**config.mk**
```make
export PLATFORM = sky130hd
export DESIGN_NAME = decoder
export DESIGN_NICKNAME = d
export VERILOG_FILES = /design/src/rtl/decoder.sv
export SDC_FILE = /design/constraint.sdc
export NUM_CORES = 1
export LEC_CHECK = 0
export ABC_AREA = 0
export CAP_MARGIN = 10
export CELL_PAD_IN_SITES_DETAIL_PLACEMENT = 2
export CELL_PAD_IN_SITES_GLOBAL_PLACEMENT = 2
export CORE_UTILIZATION = 23
export CTS_CLUSTER_SIZE = 24
export DETAILED_ROUTE_END_ITERATION = 8
export GPL_TIMING_DRIVEN = 0
export PLACE_DENSITY_LB_ADDON = 0.12
export RECOVER_POWER = 100
export SYNTH_ARGS = -nofsm -noshare
export SYNTH_HDL_FRONTEND = slang
export SYNTH_SLANG_ARGS = --single-unit
```
**constraint.sdc**
```tcl
create_clock -name clk -period 1.49 [get_ports clk]
set_clock_uncertainty 0.15 [all_clocks]
set_input_delay 0.447 -clock clk [delete_from_list [all_inputs] [get_ports clk]]
set_output_delay 0.447 -clock clk [all_outputs]
set_load 0.005 [all_outputs]
```
**src/rtl/decoder.sv**
```systemverilog
// RV32 R-type instruction decoder: one registered cycle from in_valid to decoded fields and ALU flags.
// Optional `illegal` output is built only when DECODER_ILLEGAL_EN is defined.
module decoder #(
    parameter int ILEN = 32
) (
    input  logic            clk,
    input  logic            rst,
    input  logic            in_valid,
    input  logic [ILEN-1:0] instruction,
    output logic            out_valid,
    output logic [4:0]      rs1,
    output logic [4:0]      rs2,
    output logic [4:0]      rd,
    output logic [6:0]      opcode,
    output logic [2:0]      funct3,
    output logic [6:0]      funct7,
    output logic            add,
    output logic            sub,
    output logic            sll,
    output logic            slt,
    output logic            sltu,
    output logic            xor_op,
    output logic            srl,
    output logic            sra,
    output logic            or_op,
    output logic            and_op
`ifdef DECODER_ILLEGAL_EN
    ,
    output logic            illegal
`endif
);

    localparam logic [6:0] OP_RTYPE = 7'b0110011;

    typedef struct packed {
        logic add;
        logic sub;
        logic sll;
        logic slt;
        logic sltu;
        logic xor_op;
        logic srl;
        logic sra;
        logic or_op;
        logic and_op;
    } alu_flags_t;

    if (ILEN != 32) begin : g_ilen_check
        $error("decoder: only ILEN=32 is supported");
    end

    logic       is_rtype;
    alu_flags_t flags_d, flags_q;
    logic       out_valid_q;
    logic [4:0] rs1_q, rs2_q, rd_q;
    logic [6:0] opcode_q, funct7_q;
    logic [2:0] funct3_q;

    assign is_rtype = (instruction[6:0] == OP_RTYPE);

    always_comb begin
        // NOTE: default every always_comb output first so no path leaves it unassigned (no latch).
        flags_d = '0;
        if (is_rtype) begin
            case (instruction[31:25])
                7'b0000000: begin
                    case (instruction[14:12])
                        3'b000:  flags_d.add    = 1'b1;
                        3'b001:  flags_d.sll    = 1'b1;
                        3'b010:  flags_d.slt    = 1'b1;
                        3'b011:  flags_d.sltu   = 1'b1;
                        3'b100:  flags_d.xor_op = 1'b1;
                        3'b101:  flags_d.srl    = 1'b1;
                        3'b110:  flags_d.or_op  = 1'b1;
                        default: flags_d.and_op = 1'b1;
                    endcase
                end
                7'b0100000: begin
                    if (instruction[14:12] == 3'b000) flags_d.sub = 1'b1;
                    if (instruction[14:12] == 3'b101) flags_d.sra = 1'b1;
                end
                default: flags_d = '0;
            endcase
        end
    end

    // Fields and flags only load on a valid word and otherwise hold; out_valid tracks in_valid.
    always_ff @(posedge clk or posedge rst) begin
        if (rst) begin
            out_valid_q <= 1'b0;
            rs1_q       <= '0;
            rs2_q       <= '0;
            rd_q        <= '0;
            opcode_q    <= '0;
            funct3_q    <= '0;
            funct7_q    <= '0;
            flags_q     <= '0;
        end else begin
            // NOTE: non-blocking assignments so every register samples pre-edge values.
            out_valid_q <= in_valid;
            if (in_valid) begin
                rs1_q    <= instruction[19:15];
                rs2_q    <= instruction[24:20];
                rd_q     <= instruction[11:7];
                opcode_q <= instruction[6:0];
                funct3_q <= instruction[14:12];
                funct7_q <= instruction[31:25];
                flags_q  <= flags_d;
            end
        end
    end

`ifdef DECODER_ILLEGAL_EN
    logic illegal_d, illegal_q;

    // Only meaningful alongside out_valid, so it is recomputed every cycle rather than held.
    assign illegal_d = in_valid &
                       ((is_rtype && (flags_d == '0)) || (instruction[1:0] != 2'b11));

    always_ff @(posedge clk or posedge rst) begin
        if (rst) illegal_q <= 1'b0;
        else     illegal_q <= illegal_d;
    end

    assign illegal = illegal_q;
`endif

    assign out_valid = out_valid_q;
    assign rs1       = rs1_q;
    assign rs2       = rs2_q;
    assign rd        = rd_q;
    assign opcode    = opcode_q;
    assign funct3    = funct3_q;
    assign funct7    = funct7_q;
    assign add       = flags_q.add;
    assign sub       = flags_q.sub;
    assign sll       = flags_q.sll;
    assign slt       = flags_q.slt;
    assign sltu      = flags_q.sltu;
    assign xor_op    = flags_q.xor_op;
    assign srl       = flags_q.srl;
    assign sra       = flags_q.sra;
    assign or_op     = flags_q.or_op;
    assign and_op    = flags_q.and_op;

endmodule

```
### Word level (Yosys, flattened, before mapping)

Cells that the tools add are included.
Widths: inputs -> output; s select.

* memories: 0
* memory bits (writable): 0
* latch bits: 0
* word-level logic and storage cells: 42
* ROM bits: 0
* register bits after elaboration: 43
* output and inout port bits: 43
* bits of input ports: 35

* bitwise operators: 0
* divide/modulo/power cells: 0
* order comparisons: 0
* multiply operators: 0
* shifts and indexed selects: 0
* reduce and logical (&&, ||, !) cells: 3
* equality and inequality tests: 8
* add/subtract/negate cells: 0
* mux-type cells: 14

Operators with widths (count)
* $eq 7x6->1 const B: 2
* $mux 1: 11
* $mux 10: 1
* $eq 3x3->1 const B: 3
* $logic_not 7->1: 1
* $reduce_or 7->1: 1
* $eq 3x2->1 const B: 2
* $mux 5: 1
* $eq 3x1->1 const B: 1
* $logic_not 3->1: 1
* $mux 2: 1

### Logic depth before layout (Yosys ltp)

* depth after elaboration: 5
* depth in mapped cells: 4
* gate-level depth less buffers: 3

### Least setup slack after synthesis

OpenSTA, ideal clock, no wires.

* path type: input-to-reg
* from: input in_valid
* to: register flags_q (netlist bit sra)
* stages: 4
* data required time: 1239 ps
* slack: 108 ps
* arrival: 1131 ps
* cells stage by stage: buf_4 > nor3b_4 > nand4b_1 > o32ai_1

RTL lines
* from (decl): line 8 `input logic in_valid,`
* to (signal assigned): line 108 `flags_q <= flags_d;`
* to (decl): line 53 `alu_flags_t flags_d, flags_q;`

### Worst setup path in the final report

* from: input instruction[30]
* to: register flags_q (netlist bit and_op)

* cells in the longest elaborated chain, start to end: 3

RTL lines
* from (decl): line 9 `input logic [ILEN-1:0] instruction,`
* $logic_not 7->1: line 65 `case (instruction[31:25])`
* $mux 2: line 65
* $mux 10: line 64 `if (is_rtype) begin`

No other way between the ends.
A chain may end at the register's enable or synchronous reset.

==> impl_results.md <==
- Core area: 0.00694 sq mm
- Worst-Margin Slew: 0.537 ns
- Vias in the first global route: 1533
- Period utilization: 97.2%
- Row cnt: 30
- CTS clk-pin slew, worst paths: 0.08 ns
- I/O Buffers: 77
- Global-route usage over all layers: 13.5%
- DR pass1 iterations: 3
- Vias/cell: 4.22
- Seq cells post-synth: 43
- DRT iter0 DRCs: 22
- Worst path required time: 1.55 ns
- Worst slew margin: 64.1%
- Clock sinks: 43
- First-pass GRT wire length: 7690 um
- DRT antenna net count: 0
- Cell internal pwr: 0.00178 W
- Buf/Inv on CP: 1
- Worst stage delay on the critical path: 0.46 ns
- Warnings, synthesis: 0
- Tot Pwr: 0.00236 W
- Total global routing overflow: 0
- Synthesized net count: 152
- Number of antenna violations at the first check in global routing: 0
- Total of max-cap violations: 0
- Synth Area per Inst: 14.5 sq um
- Layout cell share with drive strength beyond 1: 39.0%
- Die area: 0.00771 sq mm
- Worst path slowest cell: clkdlybuf4s50_1
- Finished layout cell area: 0.00256 sq mm
- CP top delay family: buffers and inverters
- Fill count: 735
- Share of power burned in registers: 55.1%
- CTS Hold Bufs: 0
- Post-layout net count: 249
- Lkg Pwr: 1.10 nW
- Worst skew pair latency: 0.28 ns
- CTS Buf Count: 5
- Post-DP HPWL: 3640 um
- GP Congestion: 0.739
- Largest net degree at the start of global routing: 44
- Post-Syn Area: 0.00169 sq mm
- Period minus WS final: 1.45 ns
- CP Launch Type: input pin
- CTS max path bufs: 2
- Status: finished clean
- Worst Path Arrival: 1.51 ns
- Fmax: 690 MHz
- Endpoint type of the worst setup path: flip-flop
- Critical-path cell list: clkdlybuf4s50_1 -> nor2b_1 -> nand4_1 -> o22ai_1
- Setup TNS: 0 ns
- Clock H-tree levels: 2
- Max-slew violation count: 0
- Combinational share of power: 16.2%
- Final setup viols: 0
- Crit Path Category: input pin to flip-flop
- Sequential cell area fraction in the yosys report: 63.5%
- Switching share of power: 24.5%
- Post-synthesis cell count: 117
- Worst hold margin: 0.254 ns
- Setup slack after placement: -0.586 ns
- Total I/O pin count: 78
- WL final: 4910 um
- CTS tree: done
- Starting Density: 24.4%
- Final worst slack: 0.0414 ns
- Area after DPL: 0.00259 sq mm
- Critical path fanouts, max: 4
- Pwr Density: 924 mW/mm^2
- Layout area overhead: 51.0%
- VDD IR max: 0.302 mV
- Switching Power: 0.000579 W
- DR DRC count: 0
- # diodes: 0
- Die X: 87.8 um
- Synth cell types: 17
- Via Count: 1304
- Clock share of power: 28.7%
- Hold/Removal Path Class: input pin to flip-flop
- DIE HEIGHT: 87.8 um
- Fin. Hold Viols: 0
- Routed len/inst: 15.9 um
- Root Driver: clkbuf_8
[layout make-up]
class | count | area, sq um | share of cell area [%]
sequential | 43 | 1080 | 42.1
inverter | 12 | 48.8 | 1.91
buffer | 5 | 30.0 | 1.17
multi-input combinational | 57 | 598 | 23.4
clock buffer | 6 | 72.6 | 2.84
timing repair buffer | 89 | 606 | 23.7
tap | 96 | 120 | 4.69
timing repair inverter | 1 | 7.51 | 0.293
[cells in the final DEF (no fill, tap or decap)]
| master | netlist | layout |
|---|---|---|
| nor3_4 | 0 | 1 |
| nand4_1 | 4 | 4 |
| clkdlybuf4s50_1 | 0 | 16 |
| nor2_1 | 2 | 1 |
| buf_6 | 0 | 2 |
| o22ai_2 | 0 | 2 |
| buf_2 | 3 | 8 |
| clkinvlp_4 | 0 | 2 |
| nor2_2 | 0 | 1 |
| nand4b_1 | 2 | 2 |
| dlymetal6s2s_1 | 0 | 4 |
| clkbuf_2 | 0 | 12 |
| o22ai_1 | 8 | 6 |
| nand3_2 | 0 | 1 |
| nor3b_4 | 1 | 1 |
| clkbuf_8 | 0 | 5 |
| o32ai_2 | 0 | 2 |
| dlygate4sd3_1 | 0 | 2 |
| inv_1 | 12 | 11 |
| mux2_2 | 32 | 32 |
| nor4_4 | 1 | 1 |
| and2_4 | 0 | 2 |
| dlygate4sd2_1 | 0 | 7 |
| nor2b_1 | 1 | 1 |
| clkdlybuf4s15_1 | 0 | 3 |
| dfrtp_1 | 43 | 43 |
| buf_4 | 1 | 10 |
| clkbuf_1 | 1 | 27 |
| clkbuf_4 | 0 | 1 |
| buf_1 | 0 | 3 |
[state kept, by name, summed over array words and instances, names as in the netlist, 3 cells and up]
name and count:
funct3 3, funct7 7, opcode 7, rd 5
rs1 5, rs2 5
[cells by family after synthesis]
kind of cell | count (synthesis) | share of synthesized area, %
multiplexers | 32 | 21.3
flip-flops | 43 | 63.5
AO/OA/AOI/OAI | 10 | 3.99
buffers and inverters | 17 | 4.21
AND/OR/NAND/NOR | 15 | 7.02
[cells in the mapped netlist (all sizes together)]
| cell | instances | share of area (%) |
|---|---|---|
| and2 | 2 | 0.74 |
| nor2 | 2 | 0.44 |
| nor3 | 1 | 0.30 |
| clkbuf | 1 | 0.22 |
| nand4 | 4 | 1.5 |
| o32ai | 2 | 1.0 |
| nor4 | 1 | 1.3 |
| nand3 | 1 | 0.30 |
| nand4b | 2 | 1.0 |
| buf | 4 | 1.3 |
| mux2 | 32 | 21 |
| o22ai | 8 | 3.0 |
| dfrtp | 43 | 64 |
| nor2b | 1 | 0.37 |
| inv | 12 | 2.7 |
| nor3b | 1 | 1.1 |
[worst paths after layout]
kind | from | endpoint | slack, ns | depth (start not counted)
setup / recovery | instruction[30] | and_op | 0.04 | 4
hold reg to reg | rd[2] | rd[2] | 0.36 | 1
min in group asynchronous | rst | sra | 0.60 | 2
max in group asynchronous | rst | opcode[1] | 0.24 | 2
hold / removal | in_valid | out_valid | 0.25 | 1
setup reg to reg | funct7[5] | funct7[5] | 0.35 | 3
[per-stage QoR]
step                utilization [%]  instances
floorplan                         -        117
global placement               37.3        290
detailed placement             37.3        290
CTS                            37.7        304
global route                   36.8        309
finish                         36.8        309
[power groups by stage]
| stage | Sequential (W) | Clock, W | Combinational (W) |
|---|---|---|---|
| after CTS | 0.00130 | 0.000722 | 0.000413 |
| after global routing | 0.00131 | 0.000764 | 0.000420 |
| after global placement | 0.00132 | 0 | 0.000460 |
| final | 0.00130 | 0.000679 | 0.000383 |
| after detailed placement | 0.00133 | 0 | 0.000475 |
| after floorplan | 0.00133 | 0 | 0.000141 |
[timing repair]
action,4_1_cts,5_1_grt
setup buffers,8,4
resized for setup,161,32
cloned,0,1
pin swaps,8,8
endpoints found under the setup margin,83,58
[routing by layer]
layer,share of wire (%),up-vias,global-route usage (%)
li1,-,599,-
met1,39,657,14.8
met2,53,46,24.9
met3,7.4,2,4.71
met4,0.53,0,3.58
met5,0,-,0
Power figures use the tool's default switching activity.
